File: src/rtl/data_path_muxs_pkg.sv
// Shared datapath mux selections and sequencer state encoding.
// Contents:
//   pc_mux_input_selection - PC next-value source (PC_NPC, PC_BRANCH, PC_JUMP, PC_JR)
//   pcseq_state_t          - pc_sequencer FSM states (IDLE, FETCH, MEM, HALTED)
//   pc_select()            - control-flow priority: jr > jump > branch > npc
package data_path_muxs_pkg;

    typedef enum logic [1:0] {
        PC_NPC    = 2'd0,
        PC_BRANCH = 2'd1,
        PC_JUMP   = 2'd2,
        PC_JR     = 2'd3
    } pc_mux_input_selection;

    typedef enum logic [1:0] {
        IDLE   = 2'd0,
        FETCH  = 2'd1,
        MEM    = 2'd2,
        HALTED = 2'd3
    } pcseq_state_t;

    // Halt is resolved by the FSM, so only the PC redirects are ranked here.
    function automatic pc_mux_input_selection pc_select(input logic jr, input logic jmp,
                                                        input logic br);
        if (jr)       return PC_JR;
        else if (jmp) return PC_JUMP;
        else if (br)  return PC_BRANCH;
        else          return PC_NPC;
    endfunction

endpackage

File: src/rtl/pc_sequencer_counter.sv
// pcseq_counter: free-running event counter, wraps modulo 2^CNT_W.
// Ports:
//   CLK   in  1      clock
//   nRST  in  1      async active-low reset (clears count)
//   en    in  1      count enable
//   clear in  1      synchronous clear (wins over en)
//   cnt   out CNT_W  current count
module pcseq_counter #(
    parameter int CNT_W = 32
) (
    input  logic             CLK,
    input  logic             nRST,
    input  logic             en,
    input  logic             clear,
    output logic [CNT_W-1:0] cnt
);

    logic [CNT_W-1:0] r_cnt;

    always_ff @(posedge CLK or negedge nRST) begin
        if (!nRST)      r_cnt <= '0;
        else if (clear) r_cnt <= '0;
        else if (en)    r_cnt <= r_cnt + 1'b1;
    end

    assign cnt = r_cnt;

endmodule

File: src/rtl/pc_sequencer.sv
// pc_sequencer: fetch/memory sequencer driving the PC controls (PCSrc, pc_wait, halt).
// Captures decode results on ihit, holds the PC through a data access and
// lets it advance exactly once per retired instruction.
// Ports:
//   CLK, nRST                         clock, async active-low reset
//   ihit, dhit                        memory handshakes
//   dREN_dec, dWEN_dec                decoded load / store
//   jump_dec, jr_dec, branch_taken    decoded control flow
//   halt_dec                          decoded HALT
//   imemREN, dmemREN, dmemWEN         memory requests
//   PCSrc, pc_wait, halt              PC controls
//   instr_cnt, stall_cnt              performance counters
// Configuration: define PCSEQ_PERF_EN to build the counters; otherwise they read 0.
module pc_sequencer
    import data_path_muxs_pkg::*;
#(
    parameter int CNT_W = 32
) (
    input  logic                  CLK,
    input  logic                  nRST,
    input  logic                  ihit,
    input  logic                  dhit,
    input  logic                  dREN_dec,
    input  logic                  dWEN_dec,
    input  logic                  jump_dec,
    input  logic                  jr_dec,
    input  logic                  branch_taken,
    input  logic                  halt_dec,
    output logic                  imemREN,
    output logic                  dmemREN,
    output logic                  dmemWEN,
    output pc_mux_input_selection PCSrc,
    output logic                  pc_wait,
    output logic                  halt,
    output logic [CNT_W-1:0]      instr_cnt,
    output logic [CNT_W-1:0]      stall_cnt
);

    pcseq_state_t          r_state, w_next;
    pc_mux_input_selection r_src, w_sel;
    logic                  r_dren, r_dwen;
    logic                  w_latch;

    assign w_sel   = pc_select(jr_dec, jump_dec, branch_taken);
    // A memory instruction parks its PC selection until the data side answers.
    assign w_latch = (r_state == FETCH) && ihit && !halt_dec && (dREN_dec || dWEN_dec);

    always_ff @(posedge CLK or negedge nRST) begin
        if (!nRST) begin
            r_state <= IDLE;
            r_src   <= PC_NPC;
            r_dren  <= 1'b0;
            r_dwen  <= 1'b0;
        end else begin
            r_state <= w_next;
            if (w_latch) begin
                r_src  <= w_sel;
                r_dren <= dREN_dec;
                r_dwen <= dWEN_dec;
            end
        end
    end

    always_comb begin
        w_next  = r_state;
        imemREN = 1'b0;
        dmemREN = 1'b0;
        dmemWEN = 1'b0;
        PCSrc   = PC_NPC;
        pc_wait = 1'b1;
        halt    = 1'b0;
        unique case (r_state)
            IDLE: w_next = FETCH;
            FETCH: begin
                imemREN = 1'b1;
                if (ihit) begin
                    if (halt_dec)                   w_next = HALTED;
                    else if (dREN_dec || dWEN_dec)  w_next = MEM;
                    else begin
                        pc_wait = 1'b0;
                        PCSrc   = w_sel;
                    end
                end
            end
            MEM: begin
                dmemREN = r_dren;
                dmemWEN = r_dwen && !r_dren;  // a read/write collision resolves to the read
                if (dhit) begin
                    pc_wait = 1'b0;
                    PCSrc   = r_src;
                    w_next  = FETCH;
                end
            end
            HALTED: halt = 1'b1;
            default: w_next = IDLE;
        endcase
    end

`ifdef PCSEQ_PERF_EN
    logic w_stall_en;
    // HALTED and IDLE hold pc_wait=1 but are not stalls.
    assign w_stall_en = pc_wait && ((r_state == FETCH) || (r_state == MEM));

    pcseq_counter #(.CNT_W(CNT_W)) u_instr_cnt (
        .CLK(CLK), .nRST(nRST), .en(!pc_wait), .clear(1'b0), .cnt(instr_cnt)
    );
    pcseq_counter #(.CNT_W(CNT_W)) u_stall_cnt (
        .CLK(CLK), .nRST(nRST), .en(w_stall_en), .clear(1'b0), .cnt(stall_cnt)
    );
`else
    assign instr_cnt = '0;
    assign stall_cnt = '0;
`endif

endmodule

File: config.mk
export PLATFORM = sky130hd
export DESIGN_NAME = pc_sequencer
export DESIGN_NICKNAME = d
export VERILOG_FILES = /design/src/rtl/data_path_muxs_pkg.sv /design/src/rtl/pc_sequencer_counter.sv /design/src/rtl/pc_sequencer.sv
export SDC_FILE = /design/constraint.sdc
export NUM_CORES = 1
export LEC_CHECK = 0
export BUFFER_PORTS_ARGS = -buffer_cell sky130_fd_sc_hd__clkbuf_2
export CORE_MARGIN = 5
export CORE_UTILIZATION = 41
export CTS_CLUSTER_DIAMETER = 100
export DETAILED_ROUTE_END_ITERATION = 8
export PLACE_DENSITY = 0.86
export REMOVE_ABC_BUFFERS = 1
export SLEW_MARGIN = 20
export SYNTH_ARGS = -nofsm -noshare
export SYNTH_HDL_FRONTEND = slang
export SYNTH_SLANG_ARGS = --single-unit
File: constraint.sdc
create_clock -name CLK -period 2.3 [get_ports CLK]
set_clock_uncertainty 0.2 [all_clocks]
set_input_delay 0.115 -clock CLK [delete_from_list [all_inputs] [get_ports CLK]]
set_output_delay 0.115 -clock CLK [all_outputs]
set_load 0.005 [all_outputs]
* Word level (Yosys, flattened, before mapping)
Cells that the tools add are included.
Widths: inputs -> output; s select.
** Word-level totals
- Register bits :: 6
- Input bits :: 10
- Output and inout bits :: 71
- Logic and storage cells :: 42
** Operators by class
- Equality and inequality tests :: 6
- Mux-type cells :: 22
- Reduce and logical (&&, ||, !) cells :: 10
** Operators with widths (count)
- $mux 2 :: 10
- $mux 1 :: 9
- $pmux 2 s3 :: 1
- $eq 2x2->1 const B :: 2
- $logic_and 1x1->1 :: 4
- $ne 2x2->1 const B :: 2
- $pmux 2 s2 :: 1
- $reduce_and 4->1 :: 1
- $ne 3x2->1 const B :: 1
- $reduce_bool 3->1 :: 1
- $eq 2x1->1 const B :: 1
- $logic_not 1->1 :: 2
- $logic_not 2->1 :: 1
- $pmux 1 s2 :: 1
- $logic_or 1x1->1 :: 1

* Longest topological paths before layout
Gate-level depths: netlist (run 1).
- Word-level depth :: 7
- Mapped depth :: 6
- Gate-level depth less buffers :: 5

* Least setup slack after synthesis (run 1)
No wires, ideal clock.
- Kind :: register -> register
- From :: register r_state[1]
- To :: register r_src[0]
- Setup time :: 0.079 ns
- Arrival :: 1.293 ns
- Required time :: 2.021 ns
- Setup slack :: 0.728 ns
- Stages on the path, launching flop included :: 7
- Path buffers :: 1
- Cell sequence :: dfrtp_1 -> inv_1 -> ha_1 -> and3b_1 -> buf_6 -> nor2b_4 -> mux2i_1
** Between the ends
- Longest elaborated chain between the ends :: 4
** RTL lines
- start: declaration :: line pc_sequencer.sv:39 : pcseq_state_t r_state, w_next;
- start signal: assignment :: line pc_sequencer.sv:55 : r_state <= w_next;
- $eq 2x1->1 :: line pc_sequencer.sv:46 : assign w_latch = (r_state == FETCH) && ihit && !halt_dec && (dREN_dec || dWEN_dec);
- $logic_and 1x1->1 (3 in a row) :: line pc_sequencer.sv:46
- end signal: assignment :: line pc_sequencer.sv:57 : r_src <= w_sel;
- end: declaration :: line pc_sequencer.sv:40 : pc_mux_input_selection r_src, w_sel;
Every way passes these cells.
A chain may end at the register's enable or synchronous reset.

* Worst setup path after layout (run 1)
- From :: register r_state[1]
- To :: output PCSrc[0]
** Between the ends
- Longest elaborated chain between the ends :: 2
- Elaborated cells between the ends (all ways) :: 3
** RTL lines
- $eq 2x2->1 or $eq 2x1->1 (tied branches) :: line pc_sequencer.sv:72 : unique case (r_state)
- $pmux 2 s2 * :: line pc_sequencer.sv:72
- end: declaration :: line pc_sequencer.sv:32 : output pc_mux_input_selection PCSrc,
Every way passes the cells marked *; elsewhere a longest branch is shown, timed or not.

==> metrics.cfg, run 1 <==
[status]
status = complete, no violations

[worst_setup_path]
cp_top_family = flip-flops
cp.required_ns = 1.99
path_buf_inv = 2
worstPathArrival_ns = 1.65
cp_slowest_cell = dfrtp_1
worst_setup_path_end_kind = output port
crit_chain = inv_1 > ha_1 > and3b_1 > o211ai_1 > a21oi_1 > clkbuf_2
cp_max_fo = 7
critPathLaunchType = register
crit_type = register to output port
regToRegSetupSlack_ns = 0.58
max_stage_delay_ns = 0.42

[global_routing]
grt_use_total_pct = 7.65
antenna_found_initial = 0
grt_pass1_wl_um = 1910
grt_pass1_vias = 459
grt_max_degree = 8
gr-total-overflow = 0

[sta]
setup_ws_ns = 0.330
finalCritPeriodShare_pct = 85.6
maxSlewViolCount = 0
setup_violations = 0
timing.setup.tns_ns = 0
grt_setup_unrepaired = no
fmax_mhz = 508
hold_violations = 0
whs_ns = 0.00139
period_minus_slack_ns = 1.97

[final_layout]
num-nets-final = 146
drive_gt1_share_pct = 17.7
area.growth.synth_to_final_pct = -10.6
diodes = 0

[job]
cap_violations = 0

[clocking]
clock_path_buffers = 2
clock_sinks = 6
cts.clk_slew.worst_paths_ns = 0.04
cts_setup_buffers = 0
tritoncts = done
insertion_delay_ns = 0.24
cts-resized-gates = 0
htree_levels = 1
cts_root_buf = clkbuf_4
cts_buffers = 3

[place]
dpl.hpwl_um = 1280
gp_congestion = 0.799
dp_slack_ns = 0.570
io_buffers = 16

[logic_synthesis]
yosysTopAreaCell = buf_4
synthMostInstantiatedCell = buf_4
synth.ff_latch_count = 6
syn_area_um2 = 925
syn_inst = 111
synthTopCellsByArea = buf_4, dfrtp_1, ha_1
postSynthAreaPerCell_um2 = 8.33
netlist.area_leader.share_pct = 52.0
yosys-top-cells-count = buf_4, dfrtp_1
ys_seq_area_share_pct = 16.2
synthArstFlopShare_pct = 100
ys_warn_count = 0
ys_types = 25
synthFlopType = dfrtp_1
synth-edff-count = 0

[floorplanning]
die_x_um = 57.5
coreArea_um2 = 2190
die_y_um = 57.5
start_util_pct = 42.2
pin_count = 81
dieArea_um2 = 3310
rows = 17

[power_and_ir_drop]
peakVddDrop_mv = 0.409
power.density_nw_per_um2 = 672
total_power_uw = 556
power.leakage_uw = 0.000497

[hold_path]
hp-class = primary input to register

[routing]
drt_iter0_markers = 9
wl_um = 1400
dr.pass1.iters = 4
vias = 543
drc_errors = 0
wl_per_cell_um = 8.84
avgViaCountPerCell = 3.44
final_antenna_net_count = 0

-- metrics by stage --
| stage | utilization, % | instances | cell area [um^2] |
|---|---|---|---|
| 3_3_place_gp | 35.8 | 153 | 785 |
| 5_1_grt | 37.7 | 158 | 827 |
| 3_5_place_dp | 35.8 | 153 | 785 |
| 6_report | 37.7 | 158 | 827 |
| 2_1_floorplan | - | 109 | 669 |
| 4_1_cts | 37.7 | 158 | 827 |
-- registers in the layout, indices dropped and copies added, names as in the netlist --
signal,cells
r_dren,1
r_dwen,1
r_src,2
r_state,2
-- repair_timing --
action / CTS / global route
hold buffers: 2 / 0
endpoints found under the setup margin: 0 / 0
hold endpoints to repair: 7 / 0
-- tightest hold or removal path: stages --
cell and delay (ns):
clkbuf_2 0.10, nor2_1 0.10, mux2i_1 0.08
-- worst paths after layout --
kind	startpoint	end	cells past startpoint
worst min-delay path	jr_dec	r_src[0]	3
min in group asynchronous	nRST	r_src[0]	2
worst min register to register	r_dwen	r_dwen	1
worst max register to register	r_state[1]	r_src[0]	5
max in group asynchronous	nRST	r_dwen	2
worst max-delay path	r_state[1]	PCSrc[0]	6
-- cells in the final DEF, fill, tap and decap left out, drive strengths merged --
master	n
nor3	1
o211ai	1
dlygate4sd3	2
nor2	5
and2	1
inv	4
a22o	2
dfrtp	6
a211o	2
a22oi	1
nor2b	2
o31ai	1
a21oi	2
clkbuf	19
ha	4
conb	64
mux2i	2
nand3b	2
o32a	1
nand2	4
nand3	2
and2b	1
and3b	1
-- logic make-up (layout without fill, tap and decap cells) --
family | Yosys count | after routing | synth area share, %
AND/OR/NAND/NOR | 19 | 19 | 12.3
adder cells (fa/ha/maj) | 4 | 4 | 5.41
flip-flops | 6 | 6 | 16.2
buffers and inverters | 69 | 25 | 54.8
AO/OA/AOI/OAI | 10 | 10 | 8.66
multiplexers | 2 | 2 | 2.17
other | 1 | 64 | 0.406
-- layer usage --
| layer | track usage [%] | routed length, um | vias to the layer above |
|---|---|---|---|
| li1 | - | - | 266 |
| met1 | 7.68 | 397 | 233 |
| met2 | 13.5 | 763 | 40 |
| met3 | 0.905 | 196 | 4 |
| met4 | 6.95 | 39 | 0 |
| met5 | 0 | 0 | - |
-- area by class of cell --
type / instances / area, um^2
repair buffers: 18 / 100
fillers: 241 / 1360
well taps: 28 / 35.0
multi-input cells: 99 / 504
clock buffers: 3 / 22.5
inverters: 4 / 15.0
flip-flops and latches: 6 / 150
-- where the power goes --
part | internal, uW | switching (uW)
clock network | 58.6 | 32.4
registers | 153 | 35.7
logic | 129 | 147
Power figures use the tool's default switching activity.
==> inputs of run 2 (changes only) <==
CORE_UTILIZATION = 38   (was 41)
PLACE_DENSITY = 0.81   (was 0.86)
clock period = 2.1 ns   (was 2.3 ns; I/O delays follow)
==> metrics.cfg, run 2 (same netlist as run 1, synthesis figures left out) <==
[final_layout]
utilization_pct = 38.2
stdcell_count = 162
drive_gt1_share_pct = 17.9
final_common_cell = conb_1
stdcell_area_um2 = 868
area.growth.synth_to_final_pct = -6.09
top_regs = r_src x2, r_state x2
final_cell_mix = conb_1, clkbuf_2, dlygate4sd3_1, dfrtp_1
num-nets-final = 150
nFillCells = 249
diodes = 0

[clocking]
cts.clk_slew.worst_paths_ns = 0.04
clock_sinks = 6
cts_root_buf = clkbuf_4
cts_setup_buffers = 0
insertion_delay_ns = 0.24
cts_buffers = 3
clock_path_buffers = 2
tritoncts = done
htree_levels = 1

[power_and_ir_drop]
swShare_pct = 38.7
p_switching_uw = 239
power.density_nw_per_um2 = 713
p_int_uw = 380
p_seq_share_pct = 33.4
power.leakage_uw = 0.000514
peakVddDrop_mv = 0.469
share_clk_of_total_power_pct = 16.8
p_comb_share_pct = 49.8
total_power_uw = 619

[routing]
dr.pass1.iters = 2
vias = 580
wl_um = 1500
drt_iter0_markers = 3
avgViaCountPerCell = 3.58
drc_errors = 0
wl_per_cell_um = 9.27
final_antenna_net_count = 0

[worst_setup_path]
critPathLaunchType = register
cp_max_fo = 7
rr_worst_depth = 5
worst_setup_path_end_kind = output port
worstPathArrival_ns = 1.61
crit_type = register to output port
cp.required_ns = 1.79

[sta]
timing.setup.tns_ns = 0
fmax_mhz = 521
maxSlewViolCount = 0
finalCritPeriodShare_pct = 91.4
setup_violations = 0
period_minus_slack_ns = 1.92
hold_violations = 0
grt_setup_unrepaired = no

[floorplanning]
coreArea_um2 = 2280
pin_count = 81
die_y_um = 59.3
dieArea_um2 = 3520
start_util_pct = 40.6
rows = 17
die_x_um = 59.3

[place]
dpl_cell_area_um2 = 785
gp_congestion = 0.737
dp_cells = 153
dpl.hpwl_um = 1340
io_buffers = 16

[global_routing]
gr-total-overflow = 0
grt_pass1_wl_um = 1950
antenna_found_initial = 0
grt_max_degree = 8
grt_use_total_pct = 7.04
grt_pass1_vias = 476

[hold_path]
hp-class = primary input to asynchronous set/reset pin

[status]
status = complete, no violations

[job]
cap_violations = 0

## run 2: changes by cell type in the layout (fill, tap and decap cells not counted)
cell and delta:
and3b_2 +1, and3b_1 -1, dlygate4sd3_1 +4
## run 2: area by class of cell
| class | count | area (um^2) | area share (%) |
|---|---|---|---|
| timing repair buffer | 22 | 140 | 16.1 |
| clock buffer | 3 | 22.5 | 2.59 |
| multi-input combinational | 99 | 505 | 58.2 |
| tap | 28 | 35.0 | 4.03 |
| inverter | 4 | 15.0 | 1.73 |
| sequential | 6 | 150 | 17.3 |
## run 2: final timing paths
kind                              end  slack, ns  startpoint
setup / recovery             PCSrc[0]       0.18  r_state[1]
hold / removal                 r_dwen       0.02        nRST
setup reg to reg           r_state[1]       0.42  r_state[0]
hold reg to reg                r_dwen       0.31      r_dwen
max in group asynchronous  r_state[1]       1.53        nRST
min in group CLK           r_state[0]       0.05    halt_dec
## run 2: power groups by stage
| stage | Clock [uW] | Sequential, uW | Combinational, uW |
|---|---|---|---|
| floorplan | 0 | 199 | 208 |
| global route | 112 | 217 | 351 |
| global placement | 0 | 205 | 297 |
| finish | 104 | 207 | 308 |
| detailed placement | 0 | 209 | 299 |
| CTS | 110 | 207 | 310 |
## run 2: stage by stage
| stage | hold slack [ns] | setup WS (ns) |
|---|---|---|
| final | 0.0205 | 0.180 |
| after global routing | 0.0412 | 0.0641 |
| after CTS | 0.0126 | 0.0872 |
| after detailed placement | -0.261 | 0.359 |
| after global placement | -0.261 | 0.430 |
| after floorplan | -0.391 | 0.509 |
## run 2: critical path: stages, from the launching register on
cell	delay, ns
dfrtp_1	0.41
inv_1	0.07
ha_1	0.22
and3b_2	0.28
o211ai_1	0.11
a21oi_1	0.15
clkbuf_2	0.13
## run 2: timing repair
action	4_1_cts	5_1_grt
gates resized for setup	0	1
endpoints found under the setup margin	0	1
endpoints found under the hold margin	10	0
hold buffers	6	0
## run 2: per-layer routing
layer	up-vias	part of all wire, %	GRT usage (%)
met5	-	0	0
met1	263	27	7.12
met2	36	59	13.4
li1	279	-	-
met4	0	1.1	3.88
met3	2	13	1.09
